===== src/rtl/sb_ltsm_pkg.sv =====
// Shared LTSM sideband definitions: sequencer state encoding, sideband
// message codes and default timeout. Imported by the TX/RX handshake
// sequencers and their helpers.
package sb_ltsm_pkg;

    // Handshake sequencer states
    typedef enum logic [2:0] {
        StIdle     = 3'd0,
        StPattern  = 3'd1,
        StSend     = 3'd2,
        StWaitResp = 3'd3,
        StWaitIdle = 3'd4,
        StDone     = 3'd5,
        StError    = 3'd6
    } seq_state_e;

    // Encoded sideband message codes
    localparam int unsigned SbMsgW = 4;
    localparam logic [SbMsgW-1:0] MsgDoneReq           = 4'd1;
    localparam logic [SbMsgW-1:0] MsgDoneResp          = 4'd2;
    localparam logic [SbMsgW-1:0] MsgSbinitOutOfReset  = 4'd3;
    localparam logic [SbMsgW-1:0] MsgMbinitParamReq    = 4'd4;
    localparam logic [SbMsgW-1:0] MsgMbinitParamResp   = 4'd5;
    localparam logic [SbMsgW-1:0] MsgMbinitCalReq      = 4'd6;
    localparam logic [SbMsgW-1:0] MsgMbinitCalResp     = 4'd7;
    localparam logic [SbMsgW-1:0] MsgMbinitRepairReq   = 4'd8;
    localparam logic [SbMsgW-1:0] MsgMbinitRepairResp  = 4'd9;

    // 8 ms at 100 MHz
    localparam int unsigned DefTimeoutCycles = 800000;

    // States in which the whole-state timeout is running
    function automatic logic seq_counts(seq_state_e s);
        return (s == StPattern) || (s == StSend) || (s == StWaitResp) || (s == StWaitIdle);
    endfunction

endpackage


===== src/rtl/sb_timeout_cnt.sv =====
// Saturating timeout counter with synchronous clear and terminal-count flag.
// Ports:
//   i_clk, i_rst_n : clock, asynchronous active-low reset
//   i_en           : count this cycle
//   i_clr          : clear to zero (wins over i_en)
//   o_tc           : counter has reached TERMINAL (held while saturated)
module sb_timeout_cnt
    import sb_ltsm_pkg::*;
#(
    parameter int unsigned CNT_W    = 20,
    parameter int unsigned TERMINAL = DefTimeoutCycles - 1
) (
    input  logic i_clk,
    input  logic i_rst_n,
    input  logic i_en,
    input  logic i_clr,
    output logic o_tc
);

    logic [CNT_W-1:0] cnt_q;

    assign o_tc = (cnt_q == CNT_W'(TERMINAL));

    always_ff @(posedge i_clk or negedge i_rst_n) begin
        if (!i_rst_n) begin
            cnt_q <= '0;
        end else if (i_clr) begin
            cnt_q <= '0;
        end else if (i_en && !o_tc) begin
            cnt_q <= cnt_q + CNT_W'(1);
        end
    end

endmodule


===== src/rtl/sb_handshake_tx_seq.sv =====
// TX-side sideband handshake sequencer. Optionally requests the 64UI start
// pattern, then walks N_STEPS request/response exchanges with the partner,
// with optional per-step resend and a whole-state timeout.
// Ports:
//   i_clk, i_rst_n         : clock, asynchronous active-low reset
//   i_en                   : enable from LTSM; low aborts to IDLE
//   i_start_pattern_done   : SB finished sending the start pattern
//   i_req_msgs/i_resp_msgs : per-step request / expected response codes
//   i_repeat_mask          : per-step resend-until-response enable
//   i_rx_msg_valid, i_decoded_SB_msg : decoded partner message
//   i_sb_busy, i_falling_edge_busy, i_rx_valid : SB wrapper status
//   o_encoded_SB_msg_tx, o_valid_tx : message to the SB wrapper
//   o_start_pattern_req    : one-cycle start-pattern request
//   o_step, o_done, o_timeout : progress / completion / error
module sb_handshake_tx_seq
    import sb_ltsm_pkg::*;
#(
    parameter int unsigned SB_MSG_WIDTH   = 4,
    parameter int unsigned N_STEPS        = 2,
    parameter int unsigned PATTERN_EN     = 1,
    parameter int unsigned TIMEOUT_W      = 20,
    parameter int unsigned TIMEOUT_CYCLES = DefTimeoutCycles
) (
    input  logic                            i_clk,
    input  logic                            i_rst_n,
    input  logic                            i_en,
    input  logic                            i_start_pattern_done,
    input  logic [N_STEPS*SB_MSG_WIDTH-1:0] i_req_msgs,
    input  logic [N_STEPS*SB_MSG_WIDTH-1:0] i_resp_msgs,
    input  logic [N_STEPS-1:0]              i_repeat_mask,
    input  logic                            i_rx_msg_valid,
    input  logic [SB_MSG_WIDTH-1:0]         i_decoded_SB_msg,
    input  logic                            i_sb_busy,
    input  logic                            i_falling_edge_busy,
    input  logic                            i_rx_valid,
    output logic [SB_MSG_WIDTH-1:0]         o_encoded_SB_msg_tx,
    output logic                            o_valid_tx,
    output logic                            o_start_pattern_req,
    output logic [2:0]                      o_step,
    output logic                            o_done,
    output logic                            o_timeout
);

    seq_state_e              state_q;
    logic [2:0]              step_q;
    logic [SB_MSG_WIDTH-1:0] code_q;
    logic                    valid_q;
    logic                    pat_req_q;
    logic                    pat_issued_q;
    logic                    done_q;
    logic                    timeout_q;

    logic [SB_MSG_WIDTH-1:0] cur_req;
    logic [SB_MSG_WIDTH-1:0] cur_resp;
    logic                    cur_repeat;
    logic                    last_step;
    logic                    match;
    logic                    valid_clr;
    logic                    tc;

    // Select the current step's codes without a variable part-select
    always_comb begin
        cur_req    = '0;
        cur_resp   = '0;
        cur_repeat = 1'b0;
        for (int k = 0; k < N_STEPS; k++) begin
            if (step_q == 3'(k)) begin
                cur_req    = i_req_msgs[k*SB_MSG_WIDTH +: SB_MSG_WIDTH];
                cur_resp   = i_resp_msgs[k*SB_MSG_WIDTH +: SB_MSG_WIDTH];
                cur_repeat = i_repeat_mask[k];
            end
        end
    end

    assign last_step = (step_q == 3'(N_STEPS - 1));
    assign match     = i_rx_msg_valid && (i_decoded_SB_msg == cur_resp);
    // A falling busy edge only retires our message if RX was not the one on the bus
    assign valid_clr = i_falling_edge_busy && !i_rx_valid;

    sb_timeout_cnt #(
        .CNT_W    (TIMEOUT_W),
        .TERMINAL (TIMEOUT_CYCLES - 1)
    ) u_timeout_cnt (
        .i_clk   (i_clk),
        .i_rst_n (i_rst_n),
        .i_en    (seq_counts(state_q)),
        .i_clr   (!i_en),
        .o_tc    (tc)
    );

    always_ff @(posedge i_clk or negedge i_rst_n) begin
        if (!i_rst_n) begin
            state_q      <= StIdle;
            step_q       <= '0;
            code_q       <= '0;
            valid_q      <= 1'b0;
            pat_req_q    <= 1'b0;
            pat_issued_q <= 1'b0;
            done_q       <= 1'b0;
            timeout_q    <= 1'b0;
        end else if (!i_en) begin
            state_q      <= StIdle;
            step_q       <= '0;
            code_q       <= '0;
            valid_q      <= 1'b0;
            pat_req_q    <= 1'b0;
            pat_issued_q <= 1'b0;
            done_q       <= 1'b0;
            timeout_q    <= 1'b0;
        end else if (tc && seq_counts(state_q)) begin
            // Timeout beats any match seen in the same cycle
            state_q   <= StError;
            valid_q   <= 1'b0;
            pat_req_q <= 1'b0;
            timeout_q <= 1'b1;
        end else begin
            pat_req_q <= 1'b0;
            unique case (state_q)
                StIdle: begin
                    step_q       <= '0;
                    pat_issued_q <= 1'b0;
                    if (PATTERN_EN != 0) begin
                        state_q <= StPattern;
                    end else begin
                        state_q <= StSend;
                    end
                end
                StPattern: begin
                    // Pulse once on the first PATTERN cycle only
                    pat_req_q    <= !pat_issued_q;
                    pat_issued_q <= 1'b1;
                    if (i_start_pattern_done) begin
                        state_q <= StSend;
                    end
                end
                StSend: begin
                    code_q  <= cur_req;
                    valid_q <= 1'b1;
                    state_q <= StWaitResp;
                end
                StWaitResp: begin
                    if (valid_clr) begin
                        valid_q <= 1'b0;
                    end else if (!match && cur_repeat && !valid_q && !i_sb_busy) begin
                        valid_q <= 1'b1;
                    end
                    if (match) begin
                        state_q <= StWaitIdle;
                    end
                end
                StWaitIdle: begin
                    if (valid_clr) begin
                        valid_q <= 1'b0;
                    end
                    if (!i_sb_busy) begin
                        if (last_step) begin
                            state_q <= StDone;
                            done_q  <= 1'b1;
                        end else begin
                            step_q  <= step_q + 3'd1;
                            state_q <= StSend;
                        end
                    end
                end
                StDone: begin
                    done_q <= 1'b1;
                    if (valid_clr) begin
                        valid_q <= 1'b0;
                    end
                end
                StError: begin
                    timeout_q <= 1'b1;
                    valid_q   <= 1'b0;
                end
                default: begin
                    state_q <= StIdle;
                end
            endcase
        end
    end

    assign o_encoded_SB_msg_tx = code_q;
    assign o_valid_tx          = valid_q;
    assign o_start_pattern_req = pat_req_q;
    assign o_step              = step_q;
    assign o_done              = done_q;
    assign o_timeout           = timeout_q;

endmodule


===== config.mk =====
export PLATFORM = sky130hd
export DESIGN_NAME = sb_handshake_tx_seq
export DESIGN_NICKNAME = d
export VERILOG_FILES = /design/src/rtl/sb_ltsm_pkg.sv /design/src/rtl/sb_timeout_cnt.sv /design/src/rtl/sb_handshake_tx_seq.sv
export SDC_FILE = /design/constraint.sdc
export NUM_CORES = 1
export LEC_CHECK = 0
export BUFFER_PORTS_ARGS = -buffer_cell sky130_fd_sc_hd__buf_2
export CELL_PAD_IN_SITES_DETAIL_PLACEMENT = 0
export CELL_PAD_IN_SITES_GLOBAL_PLACEMENT = 1
export CORE_MARGIN = 2
export CORE_UTILIZATION = 42
export DETAILED_ROUTE_END_ITERATION = 12
export PLACE_DENSITY_LB_ADDON = 0.25
export RECOVER_POWER = 100
export SLEW_MARGIN = 20
export SYNTH_ARGS = -nofsm -noshare
export SYNTH_HDL_FRONTEND = slang
export SYNTH_SLANG_ARGS = --single-unit

===== constraint.sdc =====
create_clock -name i_clk -period 2.7 [get_ports i_clk]
set_input_delay 0.54 -clock i_clk [delete_from_list [all_inputs] [get_ports i_clk]]
set_output_delay 0.54 -clock i_clk [all_outputs]
set_load 0.005 [all_outputs]

==> flow_metrics.tcl <==
set metrics [dict create \
    endpoint "state_q[0]" \
    finalMaxSlewViolations 36 \
    dp_cells 351 \
    clkPwrFrac_pct 30.6 \
    synth-edff-count 0 \
    start_kind "register" \
    p_sw_share_pct 32.84 \
    place_ws_ps 149.4 \
    drt-pass1-iter-count 4 \
    period_minus_slack_ps 2384 \
    clk_path_buf_depth 2 \
    dieArea_um2 6071 \
    finalNonFillerCells 359 \
    ys_ff_latch 35 \
    rows 26 \
    intPower_mw 1.086 \
    via_per_inst 5.518 \
    synthToLayoutAreaGrowth_pct 14.83 \
    worstRegToRegCells 6 \
    post-route-util_pct 50.63 \
    synth.distinct_cells 56 \
    gp_congestion 0.7670 \
    clock.fmax_mhz 419.5 \
    endpoint_kind "register" \
    clock_skew_ps 3.887 \
    status "complete, but fails checks" \
    route.met2.wl_mm 2.710 \
    startpoint "u_timeout_cnt.cnt_q[9]" \
    num_vias 1981 \
    syn-cell-area_um2 2295 \
    synth_top_area_cell "dfrtp_1" \
    ff2ff_setup_slack_ps 320 \
    cts_buffers 5 \
    violations "capacitance limit, slew limit" \
    yosysMostFrequentCell "dfrtp_1" \
    slew_headroom_pct -32.49 \
    wl_met1_mm 2.248 \
    maxCapViolations 1 \
    first_global_vias 1918 \
    grt_pass1_wl_mm 8.880 \
    drt-initial-drc-count 92 \
    fin_tns_setup_ps 0 \
    cp_max_fo 9 \
    async_flop_share_pct 100.0 \
    cts_setup_buffers 0 \
    tritoncts "yes" \
    synth_top_area_share_pct 38.17 \
    synth_area_leaders "dfrtp_1 (38%), nand2_1 (4.1%), xnor2_1 (3.4%)" \
    wl_met3_um 161 \
    io_pins 41 \
    seq_power_share_pct 39.6 \
    synth_nets 284 \
    required_ps 2880 \
    die_y_um 77.92 \
    drive_above_1_share_pct 20.76 \
    ir_worst_vdd_uv 335.9 \
    ant_nets 0 \
    p_comb_share_pct 29.7 \
    nets 322 \
    clock-sinks 35 \
    yosysWarningCount 0 \
    core_um2 5205 \
    drcViolationCount 0 \
    r2r-start "u_timeout_cnt.cnt_q[9]" \
    ctsHoldBuffers 0 \
    syn_inst 250 \
    highest_layer "met4" \
    synthFlopType "dfrtp_1" \
    antenna_found_initial 0 \
    r2r_end "state_q[0]" \
    fin_crit_sh_pct 88.29 \
    p_per_area_nw_per_um2 613.5 \
    cp.arrival_ps 2560 \
    hpwlAfterDp_mm 3.807 \
    seq_area_frac_synth_pct 38.17 \
    setup_viol 0 \
    cts-root-buf "clkbuf_8" \
    initial_utilization_pct 44.09 \
    overflow 0 \
    finalHoldViolations 0 \
    postRouteWirelength_mm 5.217 \
    grtUsageTotal_pct 18.39 \
    critical_path_class "register to register" \
    port_buffers 40 \
    setup_slack_ps 316.3 \
    clock_latency_ps 290 \
    hold_class "register to register" \
    tightestPinTransition_ps 1987 \
    wl_per_cell_um 14.53 \
    rsz0062_at_grt "no" \
    clk_pin_slew_ps 70 \
    yosys-top-cells-count "dfrtp_1 (35), nand2_1 (25), nor2_1 (14), o21ai_0 (14), and2_1 (11)" \
    switchingPower_mw 0.5309 \
    die_x_um 77.92 \
    synth_area_per_cell_um2 9.179 \
    antenna_cells 0 \
    p_leak_nw 1.095 \
    cts-htree-levels 2 \
    grt_max_degree 36 \
]
==> how the worst min path moves through the flow <==
stage,startpoint,endpoint,slack [ps],depth (start not counted)
floorplan,i_rst_n,o_done,240,0
global placement,pat_issued_q,o_start_pattern_req,420,1
detailed placement,pat_issued_q,o_start_pattern_req,430,1
CTS,i_rst_n,u_timeout_cnt.cnt_q[11],370,1
global route,pat_issued_q,o_start_pattern_req,480,1
finish,pat_issued_q,o_start_pattern_req,440,1
==> cells in the final DEF (no fill, tap or decap), types with 6 or more instances in the layout <==
cell type   n
inv_1       9
a21boi_0   10
clkbuf_8    6
nand2_1    25
nor3_1      9
a21oi_1     7
o21ai_0    15
buf_2      36
dfrtp_1    35
xor2_1      6
a32oi_1     8
nor2_1     14
or3_1      10
xnor2_1     9
nand3_1     9
and2_0      6
==> per-stage QoR <==
step	hold WS, ps	total power [mW]	area [um^2]
CTS	366.6	1.648	2664
finish	443.1	1.617	2635
floorplan	244.4	0.9853	2295
global placement	420.1	1.138	2546
detailed placement	432.3	1.145	2546
global route	484.6	1.726	2635
==> cell families (layout without fill, tap and decap cells) <==
logic type | count (synthesis) | count (layout) | share of synthesized area, %
and+or+nand+nor | 105 | 105 | 26.06
AOI/OAI and AO/OA | 62 | 62 | 19.90
DFF | 35 | 35 | 38.17
buffers and inverters | 21 | 60 | 4.035
xor gates and xnor gates | 16 | 16 | 6.434
muxes | 7 | 7 | 3.217
adders and majority gates | 4 | 4 | 2.181
==> sequential cells by signal, indices dropped and copies added, names as in the netlist <==
register / cells
u_timeout_cnt.cnt_q: 20
o_start_pattern_req: 1
o_timeout: 1
o_valid_tx: 1
pat_issued_q: 1
o_step: 3
o_done: 1
o_encoded_SB_msg_tx: 4
state_q: 3
==> power by group through the flow <==
| stage | clock network (mW) | logic [mW] | registers (mW) |
|---|---|---|---|
| 6_report | 0.495 | 0.481 | 0.641 |
| 5_1_grt | 0.537 | 0.540 | 0.650 |
| 4_1_cts | 0.512 | 0.495 | 0.641 |
| 3_5_place_dp | 0 | 0.494 | 0.650 |
| 3_3_place_gp | 0 | 0.490 | 0.648 |
| 2_1_floorplan | 0 | 0.342 | 0.643 |
==> final cells by class <==
class	instances	area [um^2]
tap	70	87.58
clock buffer	6	82.58
multi-input combinational	194	1303
inverter	9	33.78
clock inverter	2	35.03
sequential	35	875.8
fill	522	2570
timing repair buffer	43	217.7
==> critical path: stages, from the launching register on <==
cell      delay [ps]
dfrtp_1          440
and4bb_1         330
nand4_1          370
nor2_4           360
o22ai_1          150
a31oi_2          250
mux2_2           360
==> layer usage <==
metal  track usage [%]  vias up
met1             23.22      960
met5                 0        -
met2             30.95       32
met3             3.372        9
met4             7.544        0
li1                  -      980
==> repair_timing <==
item,4_1_cts,5_1_grt
endpoints found under the hold margin,0,0
resized for setup,0,1
endpoints found under the setup margin,0,2
Power figures use the tool's default switching activity.
